$ cat config.mk
export PLATFORM = sky130hd
export DESIGN_NAME = fwd_hazard_ctrl
export DESIGN_NICKNAME = d
export VERILOG_FILES = /design/src/rtl/fwd_hazard_pkg.sv /design/src/rtl/fwd_src_cmp.sv /design/src/rtl/fwd_hazard_ctrl.sv
export SDC_FILE = /design/constraint.sdc
export NUM_CORES = 1
export LEC_CHECK = 0
export ABC_AREA = 1
export CAP_MARGIN = 15
export CORE_MARGIN = 5
export CORE_UTILIZATION = 36
export DETAILED_ROUTE_END_ITERATION = 7
export HOLD_SLACK_MARGIN = 0.1
export MAX_ROUTING_LAYER = met4
export PLACE_DENSITY = 0.83
export SLEW_MARGIN = 30
export SYNTH_ARGS = -nofsm -noshare
export SYNTH_HDL_FRONTEND = slang
export SYNTH_HIERARCHICAL = 1
export SYNTH_SLANG_ARGS = --single-unit
$ cat constraint.sdc
create_clock -name clk -period 1.3 [get_ports clk]
set_clock_uncertainty 0.15 [all_clocks]
set_input_delay 0.13 -clock clk [delete_from_list [all_inputs] [get_ports clk]]
set_output_delay 0.13 -clock clk [all_outputs]
set_load 0.005 [all_outputs]
$ cat src/rtl/fwd_hazard_pkg.sv
// Shared types and constants for the forwarding/hazard controller.
package fwd_hazard_pkg;

  localparam int unsigned FWD_SEL_W = 2;
  localparam int unsigned CNT_W     = 2;

  typedef enum logic [FWD_SEL_W-1:0] {
    FWD_RF     = 2'b00,
    FWD_MEM_WB = 2'b01,
    FWD_EX_MEM = 2'b10,
    FWD_RETIRE = 2'b11
  } fwd_sel_e;

  typedef enum logic [0:0] {
    HZ_IDLE  = 1'b0,
    HZ_STALL = 1'b1
  } hz_state_e;

endpackage

$ cat src/rtl/fwd_src_cmp.sv
// Per-source comparator: picks the youngest writing stage for one ID operand and
// reports raw EX/MEM destination hits for load-use detection in the parent.
module fwd_src_cmp
  import fwd_hazard_pkg::*;
#(
  parameter int unsigned REG_ADDR_W = 5
) (
  input  logic [REG_ADDR_W-1:0] rs_i,
  input  logic                  used_i,
  input  logic [REG_ADDR_W-1:0] ex_rd_i,
  input  logic                  ex_regwrite_i,
  input  logic [REG_ADDR_W-1:0] mem_rd_i,
  input  logic                  mem_regwrite_i,
  input  logic [REG_ADDR_W-1:0] wb_rd_i,
  input  logic                  wb_regwrite_i,
  output logic [FWD_SEL_W-1:0]  sel_o,
  output logic                  ex_hit_o,
  output logic                  mem_hit_o
);

  logic active;
  logic wb_hit;

  always_comb begin
    active    = used_i && (rs_i != '0);
    ex_hit_o  = active && ex_regwrite_i  && (ex_rd_i  == rs_i);
    mem_hit_o = active && mem_regwrite_i && (mem_rd_i == rs_i);
    wb_hit    = active && wb_regwrite_i  && (wb_rd_i  == rs_i);

    // Youngest producer wins.
    if (ex_hit_o) begin
      sel_o = FWD_EX_MEM;
    end else if (mem_hit_o) begin
      sel_o = FWD_MEM_WB;
    end else if (wb_hit) begin
      sel_o = FWD_RETIRE;
    end else begin
      sel_o = FWD_RF;
    end
  end

endmodule

$ cat src/rtl/fwd_hazard_ctrl.sv
// Forwarding-select and load-use stall controller for the 5-stage RV32 pipeline.
// Optional perf counters are built only when FWD_HAZARD_PERF_EN is defined.
module fwd_hazard_ctrl
  import fwd_hazard_pkg::*;
#(
  parameter int unsigned NUM_SRC    = 2,
  parameter int unsigned REG_ADDR_W = 5,
  parameter int unsigned LOAD_LAT   = 1
) (
  input  logic                          clk,
  input  logic                          rst_n,
  input  logic [NUM_SRC*REG_ADDR_W-1:0] id_rs_i,
  input  logic [NUM_SRC-1:0]            id_rs_used_i,
  input  logic [REG_ADDR_W-1:0]         ex_rd_i,
  input  logic                          ex_regwrite_i,
  input  logic                          ex_memread_i,
  input  logic [REG_ADDR_W-1:0]         mem_rd_i,
  input  logic                          mem_regwrite_i,
  input  logic                          mem_memread_i,
  input  logic [REG_ADDR_W-1:0]         wb_rd_i,
  input  logic                          wb_regwrite_i,
  input  logic                          flush_i,
  output logic [NUM_SRC*2-1:0]          fwd_sel_o,
  output logic                          stall_o,
  output logic                          bubble_o,
  output logic [31:0]                   perf_stall_cnt_o,
  output logic [31:0]                   perf_lu_cnt_o
);

  logic [NUM_SRC*FWD_SEL_W-1:0] sel_calc;
  logic [NUM_SRC-1:0]           ex_hit;
  logic [NUM_SRC-1:0]           mem_hit;

  for (genvar i = 0; i < NUM_SRC; i++) begin : g_src
    fwd_src_cmp #(
      .REG_ADDR_W(REG_ADDR_W)
    ) u_cmp (
      .rs_i          (id_rs_i[i*REG_ADDR_W +: REG_ADDR_W]),
      .used_i        (id_rs_used_i[i]),
      .ex_rd_i       (ex_rd_i),
      .ex_regwrite_i (ex_regwrite_i),
      .mem_rd_i      (mem_rd_i),
      .mem_regwrite_i(mem_regwrite_i),
      .wb_rd_i       (wb_rd_i),
      .wb_regwrite_i (wb_regwrite_i),
      .sel_o         (sel_calc[i*FWD_SEL_W +: FWD_SEL_W]),
      .ex_hit_o      (ex_hit[i]),
      .mem_hit_o     (mem_hit[i])
    );
  end

  logic             ex_load_hz;
  logic             mem_load_hz;
  logic [CNT_W-1:0] need;

  always_comb begin
    ex_load_hz  = ex_memread_i && (|ex_hit);
    // A load one stage further along only still blocks when data takes two cycles.
    mem_load_hz = (LOAD_LAT == 2) && mem_memread_i && (|mem_hit);
    if (ex_load_hz) begin
      need = CNT_W'(LOAD_LAT);
    end else if (mem_load_hz) begin
      need = CNT_W'(1);
    end else begin
      need = '0;
    end
  end

  hz_state_e                    state_q, state_d;
  logic [CNT_W-1:0]             cnt_q, cnt_d;
  logic [NUM_SRC*FWD_SEL_W-1:0] fwd_sel_q, fwd_sel_d;
  logic                         stall, bubble;

  always_comb begin
    state_d   = state_q;
    cnt_d     = cnt_q;
    fwd_sel_d = sel_calc;
    stall     = 1'b0;
    bubble    = 1'b0;
    if (flush_i) begin
      bubble    = 1'b1;
      fwd_sel_d = '0;
      state_d   = HZ_IDLE;
      cnt_d     = '0;
    end else begin
      case (state_q)
        HZ_IDLE: begin
          if (need != '0) begin
            stall     = 1'b1;
            bubble    = 1'b1;
            fwd_sel_d = '0;
            if (need > CNT_W'(1)) begin
              cnt_d   = need - CNT_W'(1);
              state_d = HZ_STALL;
            end
          end
        end
        HZ_STALL: begin
          stall     = 1'b1;
          bubble    = 1'b1;
          fwd_sel_d = '0;
          cnt_d     = cnt_q - CNT_W'(1);
          if (cnt_q <= CNT_W'(1)) begin
            state_d = HZ_IDLE;
          end
        end
        default: begin
          state_d = HZ_IDLE;
          cnt_d   = '0;
        end
      endcase
    end
  end

  always_ff @(posedge clk or negedge rst_n) begin
    if (!rst_n) begin
      state_q   <= HZ_IDLE;
      cnt_q     <= '0;
      fwd_sel_q <= '0;
    end else begin
      state_q   <= state_d;
      cnt_q     <= cnt_d;
      fwd_sel_q <= fwd_sel_d;
    end
  end

  assign fwd_sel_o = fwd_sel_q;
  // Hazard logic is combinational on live inputs; mask it while held in reset.
  assign stall_o   = stall & rst_n;
  assign bubble_o  = bubble & rst_n;

`ifdef FWD_HAZARD_PERF_EN
  logic [31:0] perf_stall_q, perf_stall_d;
  logic [31:0] perf_lu_q, perf_lu_d;
  logic        lu_evt;

  always_comb begin
    lu_evt       = !flush_i && (state_q == HZ_IDLE) && (need != '0);
    perf_stall_d = perf_stall_q;
    perf_lu_d    = perf_lu_q;
    if (stall && !flush_i && (perf_stall_q != '1)) begin
      perf_stall_d = perf_stall_q + 32'd1;
    end
    if (lu_evt && (perf_lu_q != '1)) begin
      perf_lu_d = perf_lu_q + 32'd1;
    end
  end

  always_ff @(posedge clk or negedge rst_n) begin
    if (!rst_n) begin
      perf_stall_q <= '0;
      perf_lu_q    <= '0;
    end else begin
      perf_stall_q <= perf_stall_d;
      perf_lu_q    <= perf_lu_d;
    end
  end

  assign perf_stall_cnt_o = perf_stall_q;
  assign perf_lu_cnt_o    = perf_lu_q;
`else
  assign perf_stall_cnt_o = '0;
  assign perf_lu_cnt_o    = '0;
`endif

endmodule

==> impl_metrics.ini <==
[status]
status = finished with violations
violations = negative setup slack

[sta]
finalHoldViolCount = 0
fin_crit_ns = 1.425
period_share_pct = 109.6
report.final.slew_viol_count = 0
max_freq_mhz = 701.6
setup_viol = 2
rsz0062_at_grt = yes
fin_ws_ns = -0.1252

[synth]
syn_area_per_cell_um2 = 5.902
netlist_area_um2 = 1481
ys_warn_count = 6
syn_inst = 251

[placed_design]
port_buffers = 39
gp_congestion = 0.8472
hpwl_um = 3266

[grt]
antenna_found_initial = 0
grt_max_degree = 8
grt.total_usage_pct = 14.50
grt_remaining_overflow = 0
grt_pass1_wl_um = 6113
grt_pass1_vias = 1457

[routing]
wirelength_um = 4084
drtPass1Iterations = 4
detail_route.iter0.violations = 111
final_antenna_net_count = 0
wl_per_cell_um = 10.80
num_vias = 1562
drc = 0
viasPerCell = 4.132

[worst_setup_path]
crit_path_max_fanout = 2
worstPathArrival_ns = 1.15
worst_setup_path_end_kind = output pin
path_class = primary input to output pin
worst_setup_path_start_kind = primary input
crit_required_ns = 1.02

[die]
rows = 23
coreArea_um2 = 4000
start_util_pct = 37.03
die-area_um2 = 5498
ioPinCount = 105
dieWidth_um = 74.15
die_h_um = 74.15

[clocking]
clk_path_buf_depth = 2
cts.sinks = 7
insertion_delay_ns = 0.23
path_clk_slew_ns = 0.04
root_buffer = clkbuf_8
cts_tree = built
numCtsBuffers = 3
htree_levels = 1

[layout]
postLayoutCoreUtil_pct = 51.67
area_growth_pct = 39.53
num_antenna_cells = 0
drive_gt1_share_pct = 31.10
fin_nets = 364
nFillCells = 413

[min_path]
min_path_type = primary input to asynchronous set/reset pin

[pwr]
power_leakage_nw = 1.226
cellPowerDensity_nw_per_um2 = 482.2
power_w = 0.0009968
ir_drop_v = 0.0002384

[run]
maxCapViolations = 0
where the power goes:
| part | leakage [nW] | total (W) | internal [W] | switching [W] |
|---|---|---|---|---|
| registers | 0.0977 | 0.000221 | 0.000221 | 0.000000364 |
| clock network | 0.0228 | 0.000301 | 0.000212 | 0.0000894 |
| logic | 1.11 | 0.000475 | 0.000215 | 0.000260 |
state kept, by name (all words and copies together), names as in the netlist:
| register | count |
|---|---|
| cnt_q | 2 |
| fwd_sel_o | 4 |
| state_q | 1 |
critical path, cell delays in order:
cell and delay, ns:
buf_6 0.10, buf_6 0.11, nor2_4 0.09, nand3_2 0.10, nand2_4 0.09, nor2_4 0.05
o21ai_4 0.17, nand3_2 0.09, nand2_1 0.07, inv_1 0.04, buf_2 0.12
layer usage:
layer / global-route usage (%) / routed length, um / vias up
met5: - / 0 / -
met4: 3.622 / 73 / 0
met3: 2.703 / 401 / 6
met2: 26.57 / 2105 / 81
met1: 16.03 / 1503 / 697
li1: - / - / 778
timing repair:
action / CTS / global route
setup buffers: 9 / 2
gates resized for setup: 103 / 41
hold buffers: 0 / 0
endpoints found under the hold margin: 0 / 0
setup endpoints to repair: 10 / 6
pin swaps: 20 / 22
final timing paths:
kind	start	to	slack [ns]	depth (start not counted)
min in group clk	id_rs_i[5]	fwd_sel_o[2]	0.25	8
setup / recovery	id_rs_i[6]	bubble_o	-0.13	11
setup reg to reg	cnt_q[0]	cnt_q[1]	0.24	4
hold / removal	rst_n	state_q	0.12	2
max in group asynchronous	rst_n	cnt_q[0]	0.76	2
hold reg to reg	cnt_q[1]	cnt_q[1]	0.39	2
final cells by class:
cell class | count | area [um2] | share of cell area [%]
Tap cell | 50 | 62.56 | 3.027
Sequential cell | 7 | 175.2 | 8.475
Inverter | 39 | 153.9 | 7.446
Timing Repair Buffer | 74 | 620.6 | 30.02
Multi-Input combinational cell | 204 | 1010 | 48.85
Clock buffer | 4 | 45.04 | 2.179
layout by cell type (no fill, tap or decap), drive strengths merged:
cell type      count
a21boi             4
a21oi              5
buf               52
clkbuf             5
clkdlybuf4s15      2
clkdlybuf4s50      4
clkinv             1
conb              64
dfrtp              7
dlygate4sd2       12
dlymetal6s2s       3
inv               38
nand2             64
nand3             17
nor2              33
nor3               1
o21ai              6
or2                2
xor2               8
metrics by stage:
stage          setup slack [ns]  cell area (um2)  cells  TNS (ns)  hold WS (ns)
2_1_floorplan            0.1754             1718    314         0       -0.3156
4_1_cts                 -0.1416             1967    378   -0.2540        0.1104
6_report                -0.1252             2067    378   -0.1970        0.1199
3_5_place_dp            -0.9480             1886    365    -4.075        0.3438
3_3_place_gp            -0.8890             1886    365    -3.734        0.3417
5_1_grt                 -0.2042             2067    378   -0.4348        0.1269
(Power assumes the default switching activity.)
